File: config.mk
export PLATFORM = sky130hd
export DESIGN_NAME = score_seg_scan_flat
export DESIGN_NICKNAME = d
export VERILOG_FILES = /design/src/rtl/score_disp_pkg.sv /design/src/rtl/score_seg_scan_if.sv /design/src/rtl/seg7_decode.sv /design/src/rtl/score_seg_scan.sv /design/src/flat_wrapper.sv
export SDC_FILE = /design/constraint.sdc
export NUM_CORES = 1
export LEC_CHECK = 0
export CAP_MARGIN = 10
export CORE_ASPECT_RATIO = 0.8
export CORE_MARGIN = 4
export CORE_UTILIZATION = 35
export DETAILED_ROUTE_END_ITERATION = 8
export PLACE_DENSITY = 0.48
export SETUP_SLACK_MARGIN = 0.1
export SLEW_MARGIN = 25
export SYNTH_ARGS = -nofsm -noshare
export SYNTH_HDL_FRONTEND = slang
export SYNTH_SLANG_ARGS = --single-unit
export TNS_END_PERCENT = 20
File: constraint.sdc
create_clock -name clk -period 5.6 [get_ports clk]
set_clock_uncertainty 0.15 [all_clocks]
set_input_delay 1.12 -clock clk [delete_from_list [all_inputs] [get_ports clk]]
set_output_delay 1.12 -clock clk [all_outputs]
set_load 0.02 [all_outputs]
File: src/rtl/score_disp_pkg.sv
// rtl/score_disp_pkg.sv - segment patterns, flash FSM encoding and digit-slot constants
package score_disp_pkg;

    // Active-low segment patterns, bit order {dp,g,f,e,d,c,b,a}; dp always off.
    localparam logic [7:0] SEG_0     = 8'hC0;
    localparam logic [7:0] SEG_1     = 8'hF9;
    localparam logic [7:0] SEG_2     = 8'hA4;
    localparam logic [7:0] SEG_3     = 8'hB0;
    localparam logic [7:0] SEG_4     = 8'h99;
    localparam logic [7:0] SEG_5     = 8'h92;
    localparam logic [7:0] SEG_6     = 8'h82;
    localparam logic [7:0] SEG_7     = 8'hF8;
    localparam logic [7:0] SEG_8     = 8'h80;
    localparam logic [7:0] SEG_9     = 8'h90;
    localparam logic [7:0] SEG_DASH  = 8'hBF;
    localparam logic [7:0] SEG_BLANK = 8'hFF;
    localparam logic [7:0] SEG_ERR   = 8'h86;

    // Flash FSM encoding.
    localparam logic [0:0] ST_IDLE  = 1'b0;
    localparam logic [0:0] ST_FLASH = 1'b1;

    // Digit slots (dig value) and their active-low anode enables; slot 3 is leftmost.
    localparam logic [1:0] DIG_NUM1  = 2'd0;
    localparam logic [1:0] DIG_BLANK = 2'd1;
    localparam logic [1:0] DIG_DASH  = 2'd2;
    localparam logic [1:0] DIG_NUM2  = 2'd3;

    localparam logic [3:0] AN_NUM1  = 4'b1110;
    localparam logic [3:0] AN_BLANK = 4'b1101;
    localparam logic [3:0] AN_DASH  = 4'b1011;
    localparam logic [3:0] AN_NUM2  = 4'b0111;
    localparam logic [3:0] AN_OFF   = 4'b1111;

endpackage

File: src/rtl/score_seg_scan_if.sv
// rtl/score_seg_scan_if.sv - score inputs and display outputs of the scanner
//  num1, num2 : scores from the game (asynchronous to the display clock)
//  an, seg    : active-low digit enables and segment pattern
//  flashing   : high during a catch-celebration flash episode
interface score_seg_scan_if;
    logic [3:0] num1;
    logic [3:0] num2;
    logic [3:0] an;
    logic [7:0] seg;
    logic       flashing;

    modport master (output num1, output num2, input an, input seg, input flashing);
    modport slave  (input num1, input num2, output an, output seg, output flashing);
endinterface

File: src/rtl/seg7_decode.sv
// rtl/seg7_decode.sv - 4-bit value to active-low 7-segment pattern
//  value : 0..15 in
//  seg   : pattern out; values above 9 show the error glyph
module seg7_decode
    import score_disp_pkg::*;
(
    input  logic [3:0] value,
    output logic [7:0] seg
);

    always_comb begin
        seg = SEG_ERR;
        case (value)
            4'd0:    seg = SEG_0;
            4'd1:    seg = SEG_1;
            4'd2:    seg = SEG_2;
            4'd3:    seg = SEG_3;
            4'd4:    seg = SEG_4;
            4'd5:    seg = SEG_5;
            4'd6:    seg = SEG_6;
            4'd7:    seg = SEG_7;
            4'd8:    seg = SEG_8;
            4'd9:    seg = SEG_9;
            default: seg = SEG_ERR;
        endcase
    end

endmodule

File: src/rtl/score_seg_scan.sv
// rtl/score_seg_scan.sv - score resynchroniser, 4-digit display scanner and change flasher
//  clk  : board clock
//  rst  : asynchronous, active-low reset
//  bus  : slave side of score_seg_scan_if (num1/num2 in; an/seg/flashing out)
module score_seg_scan
    import score_disp_pkg::*;
#(
    parameter int CLK_HZ       = 50_000_000,
    parameter int SCAN_DIV     = 12_500,
    parameter int BLINK_DIV    = 6_250_000,
    parameter int FLASH_HALVES = 16
) (
    input  logic              clk,
    input  logic              rst,
    score_seg_scan_if.slave   bus
);

    localparam int SCAN_W  = (SCAN_DIV  > 1) ? $clog2(SCAN_DIV)  : 1;
    localparam int BLINK_W = (BLINK_DIV > 1) ? $clog2(BLINK_DIV) : 1;
    localparam int HALF_W  = $clog2(FLASH_HALVES + 1);

    // An odd half-period count would leave the display dark after an episode.
    if ((FLASH_HALVES % 2) != 0 || CLK_HZ <= 0) begin : g_param_check
        $error("score_seg_scan: FLASH_HALVES must be even and CLK_HZ positive");
    end

    logic [7:0]         sync1, sync2, sync2_d;
    logic [3:0]         shown1, shown2;
    logic               stable, change_ev;

    logic [SCAN_W-1:0]  scan_cnt;
    logic [1:0]         dig;

    logic [0:0]         state;
    logic [BLINK_W-1:0] blink_cnt;
    logic [HALF_W-1:0]  half_cnt;
    logic               phase;

    logic [3:0]         dec_val;
    logic [7:0]         dec_seg;
    logic [3:0]         slot_an;
    logic [7:0]         slot_seg;

    // Both scores share one synchroniser so a simultaneous change lands as one event.
    // A value must sit unchanged in stage 2 for two cycles before it is believed,
    // which rejects single-cycle glitches and mid-transition bit skew.
    assign stable    = (sync2 == sync2_d);
    assign change_ev = stable && (sync2 != {shown2, shown1});

    always_ff @(posedge clk or negedge rst) begin
        if (!rst) begin
            sync1   <= '0;
            sync2   <= '0;
            sync2_d <= '0;
            shown1  <= '0;
            shown2  <= '0;
        end else begin
            sync1   <= {bus.num2, bus.num1};
            sync2   <= sync1;
            sync2_d <= sync2;
            if (change_ev) begin
                {shown2, shown1} <= sync2;
            end
        end
    end

    always_ff @(posedge clk or negedge rst) begin
        if (!rst) begin
            scan_cnt <= '0;
            dig      <= DIG_NUM1;
        end else if (scan_cnt == SCAN_W'(SCAN_DIV - 1)) begin
            scan_cnt <= '0;
            dig      <= dig + 2'd1;
        end else begin
            scan_cnt <= scan_cnt + 1'b1;
        end
    end

    // A new change always restarts the episode from a lit half-period.
    always_ff @(posedge clk or negedge rst) begin
        if (!rst) begin
            state     <= ST_IDLE;
            blink_cnt <= '0;
            half_cnt  <= '0;
            phase     <= 1'b0;
        end else if (change_ev) begin
            state     <= ST_FLASH;
            blink_cnt <= '0;
            half_cnt  <= '0;
            phase     <= 1'b0;
        end else if (state == ST_FLASH) begin
            if (blink_cnt == BLINK_W'(BLINK_DIV - 1)) begin
                blink_cnt <= '0;
                phase     <= ~phase;
                half_cnt  <= half_cnt + 1'b1;
                if (half_cnt == HALF_W'(FLASH_HALVES - 1)) begin
                    state <= ST_IDLE;
                end
            end else begin
                blink_cnt <= blink_cnt + 1'b1;
            end
        end
    end

    assign dec_val = (dig == DIG_NUM2) ? shown2 : shown1;

    seg7_decode u_decode (
        .value (dec_val),
        .seg   (dec_seg)
    );

    always_comb begin
        slot_an  = AN_NUM1;
        slot_seg = dec_seg;
        case (dig)
            DIG_NUM1:  begin slot_an = AN_NUM1;  slot_seg = dec_seg;   end
            DIG_BLANK: begin slot_an = AN_BLANK; slot_seg = SEG_BLANK; end
            DIG_DASH:  begin slot_an = AN_DASH;  slot_seg = SEG_DASH;  end
            default:   begin slot_an = AN_NUM2;  slot_seg = dec_seg;   end
        endcase
    end

    // an and seg are registered together so a digit change never shows the
    // previous slot's segments on the new anode.
    always_ff @(posedge clk or negedge rst) begin
        if (!rst) begin
            bus.an       <= AN_OFF;
            bus.seg      <= SEG_BLANK;
            bus.flashing <= 1'b0;
        end else begin
            bus.an       <= phase ? AN_OFF : slot_an;
            bus.seg      <= slot_seg;
            bus.flashing <= (state == ST_FLASH);
        end
    end

endmodule

File: src/flat_wrapper.sv
// flat-port wrapper written by rule: the top's interface ports become plain ports
module score_seg_scan_flat import score_disp_pkg::*;
#(
    parameter int CLK_HZ       = 50_000_000,
    parameter int SCAN_DIV     = 12_500,
    parameter int BLINK_DIV    = 6_250_000,
    parameter int FLASH_HALVES = 16
)
  (clk, rst, bus_num1, bus_num2, bus_an, bus_seg, bus_flashing);
  score_seg_scan_if bus_i ();
  input  logic clk;
  input  logic rst;
  input wire logic [$bits(bus_i.num1)-1:0] bus_num1;
  input wire logic [$bits(bus_i.num2)-1:0] bus_num2;
  output wire logic [$bits(bus_i.an)-1:0] bus_an;
  output wire logic [$bits(bus_i.seg)-1:0] bus_seg;
  output wire logic [$bits(bus_i.flashing)-1:0] bus_flashing;
  assign bus_i.num1 = bus_num1;
  assign bus_i.num2 = bus_num2;
  assign bus_an = bus_i.an;
  assign bus_seg = bus_i.seg;
  assign bus_flashing = bus_i.flashing;
  score_seg_scan #(.CLK_HZ(CLK_HZ), .SCAN_DIV(SCAN_DIV), .BLINK_DIV(BLINK_DIV), .FLASH_HALVES(FLASH_HALVES)) u_core (.clk(clk), .rst(rst), .bus(bus_i));
endmodule
* Word-level counts from Yosys, hierarchy flattened
Memory sizes are Yosys's and may differ from the RTL's. Index checks and enable logic that the tools add are counted.
Cells by class: reductions and logical operators 5, muxes and demuxes 18, bitwise gates (word level) 1, equal/unequal tests 8, add/subtract/negate cells 4
Operators by type and width (number):
- $mux 23 | 3
- $add 23x1->23 const B | 1
- $eq 23x23->1 const B | 1
- $pmux 8 s2 | 1
- $mux 5 | 3
- $add 14x1->14 const B | 1
- $eq 14x14->1 const B | 1
- $mux 14 | 1
- $pmux 4 s3 | 1
- $eq 8x8->1 | 1
- $mux 4 | 2
- $ne 8x8->1 | 1
- $mux 1 | 7
- $add 5x1->5 const B | 1
- $eq 5x4->1 const B | 1
- $eq 2x2->1 const B | 2
- $reduce_bool 2->1 | 2
- $add 2x1->2 const B | 1
- $eq 2x1->1 const B | 1
- $logic_not 2->1 | 1
- $reduce_and 2->1 | 1
- $logic_and 1x1->1 | 1
- $not 1->1 | 1
Storage, ports and cells: logic and storage cells 51, input port bits 10, bits in read-only memories 112, output and inout port bits 13, memories 1, flip-flop bits (word level) 91
Memories:
- (no name shown) | depth 16, bits a word 7, read ports 1, clocked after Yosys merged registers in 0, wr ports 0, line seg7_decode.sv:13 | case (value)

* Longest topological paths before layout
Gate-level depths: netlist (run 1).
word-level depth 5, mapped depth 8, mapped depth without buffers 7

* Modules after synthesis
A second synthesis (run 1) with hierarchy kept.
Unflattened totals: cell total of the unflattened synthesis 364, area total of the unflattened synthesis 4151.5 sq um
By module, submodules not included:
- score_seg_scan | area an instance 3951.3 sq um, sequential area each 2292.2 sq um, cells each 335, instances 1
- seg7_decode | area an instance 200.2 sq um, sequential area each 0.0 sq um, cells each 29, instances 1

* Least setup slack after synthesis (run 1)
Ideal clock, no wire load.
path type register -> register, start point register u_core.scan_cnt[0], end point register u_core.dig[1], stages on the path, launching flop included 7, setup time 0.125 ns, data arrival time 1.826 ns, data required time 5.325 ns, buffers on the path 0, clock period less this slack 2.101 ns, slack 3.499 ns, cell sequence dfrtp_1 -> ha_1 -> inv_1 -> nor4_1 -> nand3_1 -> nor4_4 -> mux2_4
On the way: longest elaborated chain between the ends 1
Ends and longest elaborated chain:
- start: declaration | line score_seg_scan.sv:31 | logic [SCAN_W-1:0] scan_cnt;
- start signal: assignment | line score_seg_scan.sv:75 | scan_cnt <= scan_cnt + 1'b1;
- $eq 14x14->1 | line score_seg_scan.sv:71 | end else if (scan_cnt == SCAN_W'(SCAN_DIV - 1)) begin
- end signal: assignment | line score_seg_scan.sv:73 | dig <= dig + 2'd1;
- end: declaration | line score_seg_scan.sv:32 | logic [1:0] dig;
No other way between the ends. A chain may end at the register's enable or synchronous reset.

* Final worst setup path (run 1)
start point register u_core.bus.seg[6], end point output port bus_seg[6]
RTL lines:
- start: declaration | line score_seg_scan_if.sv:13 | modport slave (input num1, input num2, output an, output seg, output flashing);
- start signal: assignment | line score_seg_scan.sv:132 | bus.seg <= slot_seg;
- end: declaration | line flat_wrapper.sv:16 | output wire logic [$bits(bus_i.seg)-1:0] bus_seg;
No word-level cell between the ends.

==> results of run 1 <==
[registers in the layout (all words and copies together) (netlist names), 5 cells and up]
signal and count:
u_core.sync2 8, u_core.bus.seg 7, u_core.blink_cnt 23, u_core.scan_cnt 14
u_core.sync1 8, u_core.sync2_d 8, u_core.half_cnt 5
[metal layers]
layer  vias to the layer above  track usage  part of all wire
met5                         -            0                 0
met4                         0      0.03858             0.015
met3                        10      0.03901             0.047
met2                        37       0.1962              0.45
met1                      1353       0.1786              0.49
li1                       1337            -                 -
[worst reg2reg max path, cell delays in order, from the launching register on]
cell and delay (ns):
dfrtp_1 0.42, xor2_1 0.16, nor4_1 0.44, o211a_1 0.78, nor2_1 0.28, a32o_1 0.28
[how the worst min path moves through the flow]
| stage | startpoint | endpoint | depth (start not counted) |
|---|---|---|---|
| CTS | u_core.sync1[4] | u_core.sync2[4] | 0 |
| global route | u_core.sync1[4] | u_core.sync2[4] | 0 |
| global placement | u_core.sync1[2] | u_core.sync2[2] | 0 |
| floorplan | u_core.sync1[0] | u_core.sync2[0] | 0 |
| finish | u_core.sync1[4] | u_core.sync2[4] | 0 |
| detailed placement | u_core.sync1[1] | u_core.sync2[1] | 0 |
[metrics by stage]
step | cell area, sq um | hold WS [ns] | utilization | std cells
after floorplan | 4175 | 0.1812 | - | 367
after global placement | 4512 | 0.1945 | 0.3888 | 525
after detailed placement | 4512 | 0.1887 | 0.3888 | 525
after CTS | 4840 | 0.2044 | 0.4170 | 541
after global routing | 4840 | 0.2066 | 0.4170 | 541
final | 4840 | 0.2010 | 0.4170 | 541
[cell usage after synthesis (8+ instances only)]
master,instances,area (sq um)
a21oi_1,14,70.07
and3_1,11,68.82
and4_1,8,70.07
dfrtp_1,79,1977
dfstp_2,11,289.0
ha_1,15,187.7
inv_1,9,33.78
mux2_2,12,135.1
nand2_1,21,78.83
nand3_1,14,70.07
nand4_1,13,81.33
nor2_1,27,101.4
nor3_1,8,40.04
xnor2_1,23,201.4
xor2_1,17,148.9
[power by group]
group / internal, mW / total [mW] / switching (mW) / leakage (nW)
Combinational: 0.0849 / 0.190 / 0.105 / 0.822
Clock: 0.404 / 0.661 / 0.257 / 0.155
Sequential: 0.707 / 0.740 / 0.0330 / 1.14
[logic make-up after synthesis]
kind of cell,count (synthesis),synth area share
muxes,16,0.04315
DFF,90,0.5427
xor gates and xnor gates,40,0.08391
buffers and inverters,22,0.02517
and+or+nand+nor,132,0.1756
other,1,0.0008981
AOI/OAI and AO/OA,51,0.08361
adders and majority gates,15,0.04495
[cell type report]
class	count	area share
sequential	90	0.4682
tap	148	0.03826
clock inverter	6	0.01836
clock buffer	10	0.04938
multi-input combinational	255	0.3728
timing repair buffer	23	0.04602
inverter	9	0.006980
==> metrics.txt, run 1 <==
first-pass GRT wire length=about 14000 um; Yosys warning count=0; Slew @ Worst Pin=0.8428 ns; CTS tree=yes; layout cells sized above 1=0.1298; largest net degree at the start of global routing=48; CTS Buf Count=9; Crit path depth=1; Syn Nets=392; Synth async-reset ratio=1.000; Die X=130.1 um; Net count, final=a little over 400; Yosys reg bits=90; H-Tree Level Count=3; worst-case reg-to-reg path depth=5; vias in the first global route=2682; CP Data Arrival Time=~1.5 ns; core area=0.01160 sq mm; multi-input combinational cell area=0.001804 sq mm; final setup vio count=0; CP required=around 4.3 ns; Mapped Area=between 0.004 and 0.005 sq mm; most common cell after layout, fill and taps aside=dfrtp_1; register area share after synthesis=0.5427; Final Routed Wirelength=8219 um; Routed wire per std cell=15.19 um; hold_buf cts=0; Setup crit start=u_core.bus.seg[6]; WS Path Type=reg2out; Worst path slowest cell=clkdlybuf4s50_1; crit start category=register; PortBufs=21; DP Worst Slack=2.905 ns; CP max stage delay=between 0.6 and 0.7 ns; total congestion overflow=0; Final Hold Viols=0; fill count=~1100; Sink Count=90; CP Capture Type=primary output; fin crit share=0.4878; max-slew violation count=0; CP endpoint=bus_seg[6]; die area=between 0.01 and 0.015 sq mm; commonest cells after routing, fill and taps aside=79 x dfrtp_1, 27 x nor2_1, 23 x xnor2_1; area grow syn2layout=15.91%; post-route minimum period=2.732 ns; Setup Buffers After CTS=0; ANT nets after route=0; crit-path max FO=1; Mapped Avg Cell Area=11.38 sq um; I/O pin cnt=23; Worst-Skew Late Latency=roughly 0.34 ns; Worst R2R Setup Slack=between 2 and 3 ns; Placer Congestion=0.7945; Setup TNS=0 ns; # DRC=0; Peak VDD IR=0.1474 mV; Inserted Diodes=0; critical path cell sequence=clkdlybuf4s50_1; Power Density=328.7 mW/mm^2; Max-cap violations=0; clk root buf=clkbuf_16; gr usage total=0.1296; 1st-iter DRT viols=126; status=finished clean; post-cts resize count=0; Worst Path Buf+Inv=1; Reg clk slew, reported paths=0.07 ns; maximum buffer depth of the clock tree=2; Cells after Synth=367; first-pass iteration count of the detailed router=4; register area=0.002266 sq mm; Post-DP HPWL=5514 um; Rel. slew slack=0.4381; unrepaired setup endpoints after global routing=false; Power, Total=about 1.6 mW; worst reg2reg path startpoint=u_core.sync2[5]; delay-heaviest family, CP=buffers and inverters; LEAKAGE=2.117 nW; post-synthesis cell type count=50; Initial Util=0.3598; Critical R2R Capture=u_core.blink_cnt[5]; Rows=35; Peak Freq=between 0.3 and 0.4 GHz; EDFF count, synth=0; Die Ht=105.7 um; vias post-DR=~2700; Hold/Removal Path Class=reg2reg; Post-synth top flop=dfrtp_1; routed vias/inst=about 5.1; fin worst setup slack=2.868 ns; antenna violations before repair=0
No activity file was read; power rests on OpenSTA's default activity.
==> inputs of run 2 (changes only) <==
- PLACE_DENSITY: 0.48 -> 0.5
- clock period: 5.6 -> 2.4 ns (I/O delays scaled with it)
==> run 2 against run 1 <==
Against the previous run: core utilization rose by 0.60 points; clock-buffer cell count is the same; largest cell class unchanged; cell count grew 2.0%; first-iteration DRC count rose by 29%; global-route usage decreased by 0.38 points; register-to-register slack worse by 2.7 ns; setup slack got worse by 2.6 ns; critical path depth rose by 5; combinational power is 130% higher; routed wire length shrank 1.7%; clock power increased by 110%.
==> metrics.txt, run 2 (synthesized netlist as in run 1, its figures left out) <==
status=finished clean; ANT nets after route=0 (unchanged); most common cell after layout, fill and taps aside=dfrtp_1; switch share=0.2664 (+0.01782); Net count, final=424 (+2.7%); PortBufs=21 (unchanged); Final Hold Viols=0 (unchanged); post-route minimum period=2.150 ns; Largest register FFs=23 (unchanged); commonest cells after routing, fill and taps aside=79 x dfrtp_1, 27 x nor2_1, 23 x xnor2_1; CP Capture Type=register; largest net degree at the start of global routing=90 (+88%); worst hold slack=0.2005 ns (-0.0004890 ns); layout cells sized above 1=0.1634 (+0.03360); clk root buf=clkbuf_16; Sw Pwr=942.4 uW (+140%); Die X=130.1 um (unchanged); Post-DP HPWL=5397 um (-2.1%); Flop pwr share=0.492 (+0.027); # DRC=0 (unchanged); antenna violations before repair=0 (unchanged); WS Path Type=reg2reg; Worst Path Buf+Inv=0 (-1); Power Density=720.5 mW/mm^2 (+120%); CTS tree=yes; vias post-DR=2769 (+1.2%); Peak VDD IR=0.3395 mV (+130%); Peak Freq=0.4651 GHz; first-pass iteration count of the detailed router=4 (unchanged); Setup TNS=0 ns (unchanged); internal power=2.595 mW (+120%); core area=0.01160 sq mm (unchanged); combinational power share=0.124 (+0.004); biggest regs=u_core.blink_cnt: 23 flops, u_core.scan_cnt: 14 flops; delay-heaviest family, CP=simple AND/OR/NAND/NOR gates; Sink Count=90 (unchanged); first-pass GRT wire length=13720 um (-1.3%); Worst path slowest cell=and4_1; maximum buffer depth of the clock tree=2 (unchanged); max-slew violation count=0 (unchanged); Top reg by flops=u_core.blink_cnt; Rel. slew slack=0.6358 (+0.1977); CP max stage delay=0.45 ns (-0.16 ns); CP required=2.52 ns (-1.81 ns); routed vias/inst=5.016 (-0.85%); I/O pin cnt=23 (unchanged); total congestion overflow=0 (unchanged); CP Data Arrival Time=2.27 ns (+0.81 ns); vias in the first global route=2721 (+1.5%); Placer Congestion=0.7880 (-0.82%); H-Tree Level Count=3 (unchanged); 1st-iter DRT viols=163 (+29%); CTS Buf Count=9 (unchanged); Max-cap violations=0 (unchanged); Hold/Removal Path Class=reg2reg; Worst-Skew Late Latency=0.34 ns (about the same); LEAKAGE=2.148 nW (+1.5%); Initial Util=0.3598 (unchanged); crit-path max FO=9 (+8); fin crit share=0.8958; critical path cell sequence=ha_1 > and3_1 > and4_1 > nand4_1 > or3_1 > a21oi_1; crit start category=register; area grow syn2layout=17.59%; final setup vio count=0 (unchanged); Die Ht=105.7 um (unchanged); Rows=35 (unchanged); die area=0.01375 sq mm (unchanged); gr usage total=0.1258 (-0.003805); Reg clk slew, reported paths=0.07 ns (about the same); unrepaired setup endpoints after global routing=true; Final Routed Wirelength=8079 um (-1.7%); power share of the clock group=0.383 (-0.032); Routed wire per std cell=14.64 um (-3.7%); Inserted Diodes=0 (unchanged); Slew @ Worst Pin=0.5447 ns (-0.2981 ns)
[run 2: stage by stage]
| step | util | area [sq um] | std cells | power, mW | setup slack [ns] |
|---|---|---|---|---|---|
| after floorplan | - | 4175 | 367 | 2.017 | 0.2986 |
| after global placement | 0.3944 | 4577 | 532 | 2.203 | 0.1208 |
| after detailed placement | 0.3944 | 4577 | 532 | 2.210 | 0.09700 |
| after CTS | 0.4199 | 4873 | 549 | 3.587 | 0.1323 |
| after global routing | 0.4231 | 4910 | 552 | 3.706 | 0.04552 |
| final | 0.4231 | 4910 | 552 | 3.537 | 0.2500 |
[run 2: path summary, 6_finish.rpt]
| check | endpoint | startpoint | slack (ns) | cells past startpoint |
|---|---|---|---|---|
| worst min-delay path | u_core.sync2[1] | u_core.sync1[1] | 0.20 | 0 |
| worst max-delay path | u_core.blink_cnt[18] | u_core.blink_cnt[0] | 0.25 | 6 |
| max in group asynchronous | u_core.blink_cnt[6] | rst | 1.15 | 3 |
| worst max register to register | u_core.blink_cnt[18] | u_core.blink_cnt[0] | 0.25 | 6 |
| min in group asynchronous | u_core.bus.seg[5] | rst | 0.49 | 2 |
| worst min register to register | u_core.sync2[1] | u_core.sync1[1] | 0.20 | 0 |
[run 2: area by class of cell]
class | instances | area [sq um]
flip-flops and latches | 90 | 2266
fillers | 1084 | 6695
inverters | 9 | 33.78
repair buffers | 34 | 320.3
clock inverters | 6 | 47.55
multi-input cells | 255 | 1818
clock buffers | 10 | 239.0
well taps | 148 | 185.2
[run 2: power groups by stage]
stage | clock network [mW] | registers (mW) | logic [mW]
global route | 1.46 | 1.76 | 0.488
detailed placement | 0 | 1.77 | 0.439
floorplan | 0 | 1.78 | 0.233
CTS | 1.40 | 1.74 | 0.443
global placement | 0 | 1.77 | 0.436
finish | 1.36 | 1.74 | 0.440
[run 2: timing repair]
| action | CTS | global route |
|---|---|---|
| hold buffers | 1 | 0 |
| buffers inserted | 0 | 3 |
| gates cloned | 0 | 0 |
| endpoints found under the setup margin | 5 | 34 |
| pin swaps | 0 | 1 |
| resized for setup | 1 | 4 |
| hold endpoints to repair | 1 | 0 |
[run 2: per-layer routing]
metal  part of all wire  routed length (um)  track usage  up-vias
met2               0.44                3516       0.1808       58
met5                  0                   0            0        -
met1               0.50                4042       0.1799     1342
li1                   -                   -            -     1361
met4              0.010                  81      0.04228        0
met3              0.054                 438      0.03749        8
